$ cat src/rtl/pipe_stage_reg_if.sv
// Handshake bundle for one pipeline stage boundary: upstream entry, downstream entry, flush and halt status.
// master = producer/consumer side around the stage, slave = the stage register itself.
interface pipe_stage_reg_if #(
  parameter int DATA_W = 80,
  parameter int CTRL_W = 8
);
  logic              in_valid;
  logic              in_ready;
  logic [DATA_W-1:0] in_data;
  logic [CTRL_W-1:0] in_ctrl;
  logic              in_halt;
  logic              out_valid;
  logic              out_ready;
  logic [DATA_W-1:0] out_data;
  logic [CTRL_W-1:0] out_ctrl;
  logic              out_halt;
  logic              flush;
  logic              halted;

  modport master (
    output in_valid, in_data, in_ctrl, in_halt, out_ready, flush,
    input  in_ready, out_valid, out_data, out_ctrl, out_halt, halted
  );

  modport slave (
    input  in_valid, in_data, in_ctrl, in_halt, out_ready, flush,
    output in_ready, out_valid, out_data, out_ctrl, out_halt, halted
  );
endinterface

$ cat src/rtl/pipe_stage_reg.sv
// Reusable pipeline stage register with flush, bubble zeroing of ctrl/halt and sticky halt tracking.
// Latency 1 cycle; capacity 1, or 2 with PIPE_SKID_EN (skid entry, in_ready free of any out_ready path).
// Backpressure: in_ready drops while full and blocked, during flush, after a halt entry, and in reset.
module pipe_stage_reg #(
  parameter int DATA_W = 80,
  parameter int CTRL_W = 8
) (
  input  logic           clk,
  input  logic           rst,
  pipe_stage_reg_if.slave io_bus
);

  typedef struct packed {
    logic [DATA_W-1:0] dat;
    logic [CTRL_W-1:0] ctrl;
    logic              halt;
  } entry_t;

  entry_t w_in_ent;
  entry_t r_main_ent;
  logic   r_main_vld;
  logic   r_halt_pend;
  logic   r_halted;
  logic   w_rdy_core;
  logic   w_in_xfer;
  logic   w_out_xfer;

  assign w_in_ent = {io_bus.in_data, io_bus.in_ctrl, io_bus.in_halt};

`ifdef PIPE_SKID_EN
  entry_t r_skid_ent;
  logic   r_skid_vld;

  assign w_rdy_core = !io_bus.flush && !r_halt_pend && !r_skid_vld;
`else
  assign w_rdy_core = !io_bus.flush && !r_halt_pend && (!r_main_vld || io_bus.out_ready);
`endif

  // Flops are held in reset while rst is low, so rst only needs to gate the port.
  assign w_in_xfer  = io_bus.in_valid && w_rdy_core;
  assign w_out_xfer = r_main_vld && io_bus.out_ready;

`ifdef PIPE_SKID_EN
  always_ff @(posedge clk or negedge rst) begin
    if (!rst) begin
      r_main_vld <= 1'b0;
      r_main_ent <= '0;
      r_skid_vld <= 1'b0;
      r_skid_ent <= '0;
    end else if (io_bus.flush) begin
      r_main_vld <= 1'b0;
      r_skid_vld <= 1'b0;
    end else if (w_out_xfer) begin
      if (r_skid_vld) begin
        r_main_ent <= r_skid_ent;
        r_skid_vld <= 1'b0;
      end else if (w_in_xfer) begin
        r_main_ent <= w_in_ent;
      end else begin
        r_main_vld <= 1'b0;
      end
    end else if (w_in_xfer) begin
      if (!r_main_vld) begin
        r_main_vld <= 1'b1;
        r_main_ent <= w_in_ent;
      end else begin
        r_skid_vld <= 1'b1;
        r_skid_ent <= w_in_ent;
      end
    end
  end
`else
  always_ff @(posedge clk or negedge rst) begin
    if (!rst) begin
      r_main_vld <= 1'b0;
      r_main_ent <= '0;
    end else if (io_bus.flush) begin
      r_main_vld <= 1'b0;
    end else if (w_in_xfer) begin
      r_main_vld <= 1'b1;
      r_main_ent <= w_in_ent;
    end else if (w_out_xfer) begin
      r_main_vld <= 1'b0;
    end
  end
`endif

  // halted survives flush: the halt has already left the stage and been seen downstream.
  always_ff @(posedge clk or negedge rst) begin
    if (!rst) begin
      r_halt_pend <= 1'b0;
      r_halted    <= 1'b0;
    end else begin
      if (io_bus.flush) begin
        r_halt_pend <= 1'b0;
      end else if (w_in_xfer && io_bus.in_halt) begin
        r_halt_pend <= 1'b1;
      end
      if (w_out_xfer && r_main_ent.halt) begin
        r_halted <= 1'b1;
      end
    end
  end

  assign io_bus.in_ready  = rst && w_rdy_core;
  assign io_bus.out_valid = r_main_vld;
  assign io_bus.out_data  = r_main_ent.dat;
  assign io_bus.out_ctrl  = r_main_vld ? r_main_ent.ctrl : '0;
  assign io_bus.out_halt  = r_main_vld && r_main_ent.halt;
  assign io_bus.halted    = r_halted;

endmodule

$ cat src/flat_wrapper.sv
// flat-port wrapper written by rule: the top's interface ports become plain ports
module pipe_stage_reg_flat 
#(
  parameter int DATA_W = 80,
  parameter int CTRL_W = 8
)
  (clk, rst, io_bus_in_valid, io_bus_in_data, io_bus_in_ctrl, io_bus_in_halt, io_bus_out_ready, io_bus_flush, io_bus_in_ready, io_bus_out_valid, io_bus_out_data, io_bus_out_ctrl, io_bus_out_halt, io_bus_halted);
  pipe_stage_reg_if #(.DATA_W(DATA_W), .CTRL_W(CTRL_W)) io_bus_i ();
  input  logic clk;
  input  logic rst;
  input wire logic [$bits(io_bus_i.in_valid)-1:0] io_bus_in_valid;
  input wire logic [$bits(io_bus_i.in_data)-1:0] io_bus_in_data;
  input wire logic [$bits(io_bus_i.in_ctrl)-1:0] io_bus_in_ctrl;
  input wire logic [$bits(io_bus_i.in_halt)-1:0] io_bus_in_halt;
  input wire logic [$bits(io_bus_i.out_ready)-1:0] io_bus_out_ready;
  input wire logic [$bits(io_bus_i.flush)-1:0] io_bus_flush;
  output wire logic [$bits(io_bus_i.in_ready)-1:0] io_bus_in_ready;
  output wire logic [$bits(io_bus_i.out_valid)-1:0] io_bus_out_valid;
  output wire logic [$bits(io_bus_i.out_data)-1:0] io_bus_out_data;
  output wire logic [$bits(io_bus_i.out_ctrl)-1:0] io_bus_out_ctrl;
  output wire logic [$bits(io_bus_i.out_halt)-1:0] io_bus_out_halt;
  output wire logic [$bits(io_bus_i.halted)-1:0] io_bus_halted;
  assign io_bus_i.in_valid = io_bus_in_valid;
  assign io_bus_i.in_data = io_bus_in_data;
  assign io_bus_i.in_ctrl = io_bus_in_ctrl;
  assign io_bus_i.in_halt = io_bus_in_halt;
  assign io_bus_i.out_ready = io_bus_out_ready;
  assign io_bus_i.flush = io_bus_flush;
  assign io_bus_in_ready = io_bus_i.in_ready;
  assign io_bus_out_valid = io_bus_i.out_valid;
  assign io_bus_out_data = io_bus_i.out_data;
  assign io_bus_out_ctrl = io_bus_i.out_ctrl;
  assign io_bus_out_halt = io_bus_i.out_halt;
  assign io_bus_halted = io_bus_i.halted;
  pipe_stage_reg #(.DATA_W(DATA_W), .CTRL_W(CTRL_W)) u_core (.clk(clk), .rst(rst), .io_bus(io_bus_i));
endmodule
$ cat config.mk
export PLATFORM = sky130hd
export DESIGN_NAME = pipe_stage_reg_flat
export DESIGN_NICKNAME = d
export VERILOG_FILES = /design/src/rtl/pipe_stage_reg_if.sv /design/src/rtl/pipe_stage_reg.sv /design/src/flat_wrapper.sv
export SDC_FILE = /design/constraint.sdc
export NUM_CORES = 1
export LEC_CHECK = 0
export ABC_AREA = 1
export CAP_MARGIN = 20
export CORE_MARGIN = 5
export CORE_UTILIZATION = 47
export CTS_CLUSTER_SIZE = 16
export DETAILED_ROUTE_END_ITERATION = 12
export GPL_ROUTABILITY_DRIVEN = 0
export PLACE_DENSITY = 0.85
export SYNTH_ARGS = -nofsm -noshare
export SYNTH_HDL_FRONTEND = slang
export SYNTH_SLANG_ARGS = --single-unit
$ cat constraint.sdc
create_clock -name clk -period 2.2 [get_ports clk]
set_input_delay 0.22 -clock clk [delete_from_list [all_inputs] [get_ports clk]]
set_output_delay 0.22 -clock clk [all_outputs]
set_load 0.05 [all_outputs]
==> impl_metrics.json <==
{
  "status": "completed",
  "grt_pass1_wl_um": 18500,
  "die_area_um2": 11600,
  "fin_cells": 729,
  "row_count": 35,
  "dp.cells": 712,
  "utilization_pct": 65.0,
  "cts_setup_buffers": 0,
  "syn-cell-area_um2": 4470,
  "regArea_um2": 2300,
  "p_leak_nw": 2.98,
  "clk_transition_reported_paths_ns": 0.09,
  "cts_tree": "yes",
  "clk_latency_ns": 0.34,
  "startpoint_type": "register",
  "layout_commonest_cell": "nand2_1",
  "synthesis.nets": 600,
  "antenna_found_initial": 0,
  "grtUsageTotal_pct": 20.0,
  "max_freq_mhz": 481,
  "final.fill_count": 739,
  "final_max_slew_viol_count": 0,
  "hold_violations": 0,
  "yosysWarnings": 0,
  "relSlewSlack_pct": 63.9,
  "start_util_pct": 48.3,
  "viasPerCell": 5.18,
  "syn_to_final_growth_pct": 34.5,
  "drv_cap": 0,
  "diodes": 0,
  "wl_per_cell_um": 15.6,
  "worst_slew_pin_slew_ns": 0.540,
  "cts_root_buf": "clkbuf_8",
  "drc": 0,
  "drive_gt1_share_pct": 5.50,
  "grt-ovfl-total": 0,
  "tns_ns": 0,
  "port_buffers": 185,
  "dr.pass1.iters": 4,
  "dr.first_iter.drc_count": 203,
  "core_area_um2": 9240,
  "synth.avg_cell_area_um2": 8.83,
  "arrival_ns": 1.86,
  "ant_nets": 0,
  "hold_ws_ns": 0.305,
  "grt_pass1_vias": 3756,
  "skew_ns": 0.0110,
  "clk_path_buf_depth": 2,
  "routed-via-count": 3779,
  "routed_wl_um": 11400,
  "cp_max_fo": 11,
  "cts.htree.levels": 3,
  "layout_common_cells": "nand2_1 (189), clkdlybuf4s50_1 (177), dfrtp_1 (92)",
  "power_per_cell_area_nw_per_um2": 969,
  "grt_max_degree": 66,
  "yosysUniqueCellTypes": 13,
  "min_period_ns": 2.08,
  "hpwl_um": 8240,
  "multi_input_area_um2": 1320,
  "ys_seq_area_share_pct": 51.5,
  "fin_crit_sh_pct": 94.5,
  "setup_violations": 0,
  "numCtsBuffers": 9,
  "crit_type": "reg -> out",
  "syn_inst": 506,
  "die_h_um": 107,
  "ios": 186,
  "rsz0062_at_grt": "no",
  "required_ns": 1.98,
  "cts.sinks": 92,
  "synth_seq_cells": 92,
  "cp-end-kind": "output pin",
  "hold_path_class": "in -> reg",
  "nets": 689,
  "vdd_drop_max_mv": 0.573,
  "die_w_um": 107,
  "power_mw": 5.82
}
-- metal layers --
layer | vias to the layer above | part of all wire (%) | GRT usage, %
li1 | 1767 | - | -
met1 | 1801 | 41 | 26.9
met2 | 194 | 48 | 31.0
met3 | 17 | 8.8 | 5.22
met4 | 0 | 1.9 | 7.21
met5 | - | 0 | 0
-- metrics by stage --
step,instance area [um^2],worst slack (ns)
after global routing,6010,0.00710
final,6010,0.121
after global placement,5770,0.458
after detailed placement,5770,0.430
after floorplan,4470,0.495
after CTS,6000,0.0405
-- cell families after synthesis --
kind of cell    after synthesis  synth area share [%]
compound gates                2                 0.280
buf+inv                     130                  19.1
flops                        92                  51.5
simple gates                282                  29.0
-- worst paths after layout --
kind / start / end / slack, ns / cells after the start
max in group asynchronous: rst / u_core.io_bus.out_data[2] / 1.05 / 3
setup / recovery: u_core.io_bus.out_valid / io_bus_out_ctrl[3] / 0.12 / 3
min in group asynchronous: rst / u_core.io_bus.out_data[43] / 0.34 / 2
hold reg to reg: u_core.io_bus.out_data[43] / u_core.io_bus.out_data[43] / 0.48 / 2
setup reg to reg: u_core.io_bus.out_valid / u_core.io_bus.out_valid / 0.59 / 4
hold / removal: io_bus_in_valid / u_core.io_bus.out_data[64] / 0.30 / 3
-- worst max-delay path, cell delays in order (launching register included) --
cell             delay, ns
dfrtp_1               0.57
nand2_1               0.10
inv_1                 0.07
clkdlybuf4s50_1       0.79
-- layout make-up --
cell class / instances / area share (%)
Clock inverter: 5 / 1.00
Clock buffer: 11 / 2.52
Timing Repair Buffer: 197 / 32.8
Tap cell: 129 / 2.69
Multi-Input combinational cell: 284 / 22.0
Sequential cell: 92 / 38.3
Inverter: 11 / 0.687
-- report_power, final --
part	internal [mW]	total [mW]	switching [mW]	leakage, nW
Clock	0.590	1.16	0.567	0.106
Sequential	2.02	2.21	0.197	1.14
Combinational	0.820	2.45	1.63	1.73
-- cell usage after synthesis --
cell      instances  area (um^2)
clkbuf_1          4         15.0
buf_4            92          691
inv_1            11         41.3
o21ai_0           1         5.00
nand4_1          89          557
o21bai_1          1         7.51
buf_2            17         85.1
and3_1            1         6.26
nor2_4            1         11.3
nand3_2           1         10.0
buf_1             6         22.5
dfrtp_1          92         2300
nand2_1         190          713
-- timing repair --
| item | 4_1_cts | 5_1_grt |
|---|---|---|
| hold buffers | 1 | 0 |
| gates resized for setup | 0 | 5 |
| setup endpoints to repair | 0 | 5 |
| hold endpoints to repair | 26 | 0 |
-- flip-flops by register name (all words and copies together), names as in the netlist --
register	count
u_core.io_bus.halted	1
u_core.io_bus.out_data	80
u_core.io_bus.out_valid	1
u_core.r_halt_pend	1
u_core.r_main_ent	9
(Power assumes the default switching activity.)
